## src/rtl/centroid_steer.sv

```systemverilog
// centroid_steer: fuses left/right colour-centroid frames into a steering error and drives two PWM motors.
// Optional CENTROID_STEER_SMOOTH_EN filters the fused position (adds one pipeline cycle).
//
// state  | meaning
// IDLE   | disabled, motors off
// SEARCH | no target, spin clockwise
// TRACK  | target seen, steer toward it
// STOP   | target close, motors off
module centroid_steer #(
  parameter int c_img_cols    = 160,
  parameter int c_pwm_bits    = 8,
  parameter int c_base_duty   = 128,
  parameter int c_search_duty = 64,
  parameter int c_kp          = 1,
  parameter int c_stop_prox   = 6,
  parameter int c_lost_frames = 4
) (
  input  logic              clk,
  input  logic              rst,
  input  logic              enable,
  input  logic              frame_tick,
  input  logic [7:0]        centroid_l,
  input  logic [7:0]        centroid_r,
  input  logic [2:0]        proximity_l,
  input  logic [2:0]        proximity_r,
  output logic              pwm_l,
  output logic              pwm_r,
  output logic              dir_l,
  output logic              dir_r,
  output logic [1:0]        state,
  output logic signed [8:0] steer_err
);

  typedef enum logic [1:0] {IDLE = 2'd0, SEARCH = 2'd1, TRACK = 2'd2, STOP = 2'd3} state_t;

  localparam logic signed [10:0] c_half     = 11'(c_img_cols / 2);
  localparam logic signed [12:0] c_base_s   = 13'(c_base_duty);
  localparam logic signed [12:0] c_kp_s     = 13'(c_kp);
  localparam logic signed [12:0] c_max_s    = 13'((1 << c_pwm_bits) - 1);
  localparam logic [c_pwm_bits-1:0] c_search_d = c_pwm_bits'(c_search_duty);
  localparam logic [2:0]         c_stop     = 3'(c_stop_prox);
  localparam logic [7:0]         c_lost     = 8'(c_lost_frames);

  state_t st;
  logic                  s_vld;
  logic [7:0]            s_cl, s_cr;
  logic [2:0]            s_pl, s_pr;
  logic                  f_tgt;
  logic [7:0]            f_pos;
  logic [2:0]            f_prox;
  logic [8:0]            pos_sum;
  logic                  e_vld, e_tgt;
  logic [2:0]            e_prox;
  logic [9:0]            e_pos;
  logic signed [8:0]     err;
  logic signed [12:0]    prod, duty_l_raw, duty_r_raw;
  logic [7:0]            lost_cnt;
  logic [c_pwm_bits-1:0] tgt_l, tgt_r, act_l, act_r, pwm_cnt;
  logic                  tgt_dir_r;

  function automatic logic [c_pwm_bits-1:0] clamp_duty(input logic signed [12:0] v);
    if (v < 13'sd0) return '0;
    if (v > c_max_s) return '1;
    return v[c_pwm_bits-1:0];
  endfunction

  always_ff @(posedge clk or posedge rst) begin
    if (rst) begin
      s_vld <= 1'b0;
      s_cl  <= '0;
      s_cr  <= '0;
      s_pl  <= '0;
      s_pr  <= '0;
    end else begin
      s_vld <= frame_tick & enable;
      if (frame_tick) begin
        s_cl <= centroid_l;
        s_cr <= centroid_r;
        s_pl <= proximity_l;
        s_pr <= proximity_r;
      end
    end
  end

  assign pos_sum = {1'b0, s_cl} + {1'b0, s_cr};

  always_comb begin
    f_tgt  = (s_pl != 3'd0) || (s_pr != 3'd0);
    f_pos  = s_cl;
    f_prox = s_pl;
    if (s_pl != 3'd0 && s_pr != 3'd0) begin
      f_pos  = 8'(pos_sum >> 1);
      f_prox = (s_pl > s_pr) ? s_pl : s_pr;
    end else if (s_pr != 3'd0) begin
      f_pos  = s_cr;
      f_prox = s_pr;
    end
  end

`ifdef CENTROID_STEER_SMOOTH_EN
  logic [9:0]  pos_f;
  logic [11:0] pos_mix;
  logic        p_vld, p_tgt;
  logic [2:0]  p_prox;

  assign pos_mix = 12'(pos_f) * 12'd3 + 12'(f_pos);

  // Filter restarts from the raw position whenever tracking begins afresh.
  always_ff @(posedge clk or posedge rst) begin
    if (rst) begin
      pos_f  <= '0;
      p_vld  <= 1'b0;
      p_tgt  <= 1'b0;
      p_prox <= '0;
    end else begin
      p_vld  <= s_vld & enable;
      p_tgt  <= f_tgt;
      p_prox <= f_prox;
      if (s_vld && enable && f_tgt)
        pos_f <= (st == IDLE || st == SEARCH) ? 10'(f_pos) : pos_mix[11:2];
    end
  end

  assign e_vld  = p_vld;
  assign e_tgt  = p_tgt;
  assign e_prox = p_prox;
  assign e_pos  = pos_f;
`else
  assign e_vld  = s_vld;
  assign e_tgt  = f_tgt;
  assign e_prox = f_prox;
  assign e_pos  = {2'b00, f_pos};
`endif

  assign err        = 9'($signed({1'b0, e_pos}) - c_half);
  assign prod       = 13'(err) * c_kp_s;
  assign duty_l_raw = c_base_s + prod;
  assign duty_r_raw = c_base_s - prod;

  always_ff @(posedge clk or posedge rst) begin
    if (rst) begin
      st        <= IDLE;
      lost_cnt  <= '0;
      steer_err <= '0;
      tgt_l     <= '0;
      tgt_r     <= '0;
      tgt_dir_r <= 1'b0;
    end else if (!enable) begin
      st        <= IDLE;
      lost_cnt  <= '0;
      tgt_l     <= '0;
      tgt_r     <= '0;
      tgt_dir_r <= 1'b0;
    end else begin
      if (e_vld && e_tgt) steer_err <= err;
      case (st)
        IDLE: begin
          st        <= SEARCH;
          tgt_l     <= c_search_d;
          tgt_r     <= c_search_d;
          tgt_dir_r <= 1'b1;
        end
        default: begin
          if (e_vld && e_tgt) begin
            lost_cnt  <= '0;
            tgt_dir_r <= 1'b0;
            if (e_prox >= c_stop) begin
              st    <= STOP;
              tgt_l <= '0;
              tgt_r <= '0;
            end else begin
              st    <= TRACK;
              tgt_l <= clamp_duty(duty_l_raw);
              tgt_r <= clamp_duty(duty_r_raw);
            end
          end else if (e_vld && st != SEARCH) begin
            if (lost_cnt + 8'd1 == c_lost) begin
              st        <= SEARCH;
              lost_cnt  <= '0;
              tgt_l     <= c_search_d;
              tgt_r     <= c_search_d;
              tgt_dir_r <= 1'b1;
            end else begin
              lost_cnt <= lost_cnt + 8'd1;
            end
          end
        end
      endcase
    end
  end

  // Duty and direction only change on the wrap so every PWM period is whole.
  always_ff @(posedge clk or posedge rst) begin
    if (rst) begin
      pwm_cnt <= '0;
      act_l   <= '0;
      act_r   <= '0;
      dir_l   <= 1'b0;
      dir_r   <= 1'b0;
    end else begin
      pwm_cnt <= pwm_cnt + c_pwm_bits'(1);
      if (pwm_cnt == '1) begin
        act_l <= tgt_l;
        act_r <= tgt_r;
        dir_l <= 1'b0;
        dir_r <= tgt_dir_r;
      end
    end
  end

  assign pwm_l = (pwm_cnt < act_l);
  assign pwm_r = (pwm_cnt < act_r);
  assign state = st;

endmodule

```

## config.mk

```make
export PLATFORM = sky130hd
export DESIGN_NAME = centroid_steer
export DESIGN_NICKNAME = d
export VERILOG_FILES = /design/src/rtl/centroid_steer.sv
export SDC_FILE = /design/constraint.sdc
export NUM_CORES = 1
export LEC_CHECK = 0
export BUFFER_PORTS_ARGS = -buffer_cell sky130_fd_sc_hd__buf_2
export CAP_MARGIN = 0
export CORE_MARGIN = 5
export CORE_UTILIZATION = 45
export CTS_CLUSTER_SIZE = 28
export DETAILED_ROUTE_END_ITERATION = 10
export PLACE_DENSITY = 0.63
export SYNTH_ARGS = -nofsm -noshare
export SYNTH_HDL_FRONTEND = slang
export SYNTH_SLANG_ARGS = --single-unit
```

## constraint.sdc

```tcl
create_clock -name clk -period 7.05 [get_ports clk]
set_input_delay 0.705 -clock clk [delete_from_list [all_inputs] [get_ports clk]]
set_output_delay 0.705 -clock clk [all_outputs]
set_load 0.005 [all_outputs]
```

==> impl_metrics.toml <==
[critical_path]
reg2reg_slack_ns = 2.97
crit_slowest_cell = "or4b_1"
crit_path_start_kind = "flop"
arrival_ns = 4.35
regToRegStartpoint = "s_cr[0]"
reg2reg_depth = 13
worstPathMaxFanout = 5
cp_cell_sequence = "and2_1, fa_1, a21o_1, a221oi_1, xnor2_1, a21oi_2, inv_1, ha_1, nand4_1, or3_4, o221a_1, or4b_1, a22oi_1"
end_kind = "flop"
crit_buf_inv = 1
critical_path_class = "reg -> reg"
slowest_delay_ns = 0.47
required_ns = 7.32
critPathTopFamily = "compound AO/OA/AOI/OAI gates"
timing.rr.end = "tgt_r[6]"

[timing]
setup_ws_ns = 2.971
drv_slew = 0
rsz0062_at_grt = "false"
worst_pin_slew_ns = 1.046
slew_headroom_pct = 30.29
hold_viol = 0
whs_ns = 0.4815
setup_tns_ns = 0
max_clock_freq_mhz = 245.2
setup_viol = 0
finalCriticalPeriod_ns = 4.079
clock_skew_ns = 0.006511
period_share_pct = 57.86

[global_route]
grt.total_usage_pct = 16.38
grt_pass1_vias = 3555
antenna_found_initial = 0
grt_max_degree = 85
grt_overflow_total = 0
grt_pass1_wl_mm = 17.14

[floorplanning]
die_h_um = 112.4
start_util_pct = 45.95
fp-row-count = 37
dieArea_um2 = 12640
core_um2 = 10280
ios = 41
die_w_um = 112.4

[clock_tree]
cts_made_buffers = 9
htreeDepth = 3
post-cts-setup-buffer-count = 0
root_buffer = "clkbuf_8"
clkSinkCount = 84
cts_resized = 0
clockBufferDepth = 2
clk_latency_ns = 0.36
cts_hold_buffers = 0
path_clk_slew_ns = 0.08
cts_tree = "yes"

[detailed_routing]
vias_per_cell = 5.495
wirelength_mm = 9.647
routedWlPerCell_um = 15.36
dr.pass1.iters = 4
vias = 3451
ant_nets = 0
drc = 0
drtIter0Drc = 229

[place]
gp_congestion = 0.8679
dpl.hpwl_mm = 7.065
dp.cells = 613
place_ws_ns = 3.017
io_buffers = 39

[power]
leakage_nw = 2.385
max-vdd-ir-drop_v = 0.0001820
pwr-share-clk_pct = 24.7
internal-power_mw = 0.8083
netSwitchingFraction_pct = 33.98
pwr-share-comb_pct = 29.7
finalPower_mw = 1.224
power_density_nw_per_um2 = 235.9
pwr-share-seq_pct = 45.6
p_switching_mw = 0.4161

[min_path]
hp-class = "reg -> reg"
hp-start = "steer_err[1]"
hold_path_depth = 2
hold_path_end = "steer_err[1]"

[finish]
layout_common_cells = "84 x dfrtp_1, 39 x buf_2, 38 x mux2_2"
layout_commonest_cell = "dfrtp_1"
antennaDiodeCount = 0
multi_input_area_um2 = 2435
ff_latch_area_um2 = 2102
syn2layout_area_growth_pct = 9.910
final_cells = 628
fill_cells = 950
drive_gt1_share_pct = 21.75
final_nets = 544

[synth]
synth_ff_type = "dfrtp_1"
async_reset_ff_share_pct = 100.0
synth_top_area_share_pct = 44.52
seq_area_frac_synth_pct = 44.52
synth.distinct_cells = 64
synth_fp_nets = 509
synth_edf_count = 0
yosys_warnings = 0
ys_seq_elements = 84
postSynthAreaPerCell_um2 = 10.42
yosys-top-cells-area = "dfrtp_1 45%, mux2_2 9.1%, ha_1 7.7%"
synth_area_um2 = 4722
syn_inst = 453
synth_top_area_cell = "dfrtp_1"

[flow_run]
max_cap_violations = 0

[run_status]
status = "complete, no violations"
metrics by stage:
stage,util (%),instance area (um2)
after floorplan,-,4722
after global placement,48.87,5022
after detailed placement,48.87,5022
after CTS,50.50,5190
after global routing,50.50,5190
final,50.50,5190
worst max-delay path by stage:
| stage | start | to | slack, ns | depth (start not counted) |
|---|---|---|---|---|
| floorplan | s_cr[0] | tgt_r[6] | 3.31 | 13 |
| finish | s_cr[0] | tgt_r[6] | 2.97 | 13 |
| global placement | s_cr[0] | tgt_r[6] | 3.13 | 13 |
| CTS | s_cr[0] | tgt_r[6] | 3.00 | 13 |
| global route | s_cr[0] | tgt_r[6] | 2.69 | 13 |
| detailed placement | s_cr[0] | tgt_r[6] | 3.02 | 13 |
cells by family after synthesis:
group | synth area share, %
adder cells (fa/ha/maj) | 8.108
multiplexers | 9.486
AND/OR/NAND/NOR | 12.88
buffers and inverters | 3.922
flip-flops | 44.52
XOR/XNOR | 3.339
other | 0.07942
AO/OA/AOI/OAI | 17.67
cells in the mapped netlist, types with 7 or more instances:
library cell,n
nand2_1,34
a21oi_1,17
and3_1,8
dfrtp_1,84
nor2_1,22
xnor2_1,14
a22o_1,8
a21o_1,15
ha_1,29
inv_1,28
clkbuf_1,11
nand3_1,11
a221o_1,7
o21ai_0,29
mux2_2,38
layout make-up:
class	count	area share, %
multi-input combinational	324	46.91
sequential	84	40.50
timing repair buffer	40	3.905
tap	136	3.279
clock buffer	11	2.724
inverter	29	2.170
clock inverter	4	0.5063
power groups by stage:
stage | Clock, mW | Combinational [mW] | Sequential (mW)
after floorplan | 0 | 0.268 | 0.562
after global placement | 0 | 0.354 | 0.568
after detailed placement | 0 | 0.362 | 0.569
after CTS | 0.315 | 0.364 | 0.560
after global routing | 0.336 | 0.409 | 0.566
final | 0.302 | 0.364 | 0.559
layer usage:
layer / vias up / global-route usage [%] / wire [um]
met5: - / 0 / 0
met3: 12 / 3.989 / 380
met4: 0 / 6.010 / 161
li1: 1721 / - / -
met2: 68 / 26.66 / 4588
met1: 1650 / 21.26 / 4516
state kept, by name (all words and copies together) (netlist names), 2 cells and up:
signal	flops
act_r	8
act_l	8
s_cr	8
pwm_cnt	8
steer_err	9
s_pl	3
tgt_r	8
tgt_l	8
s_cl	8
lost_cnt	8
s_pr	3
state	2
worst min-delay path, cell delays in order, from the launching register on:
cell and delay (ns):
dfrtp_1 0.34, nand2_1 0.04, o21ai_0 0.06
(Power assumes the default switching activity.)
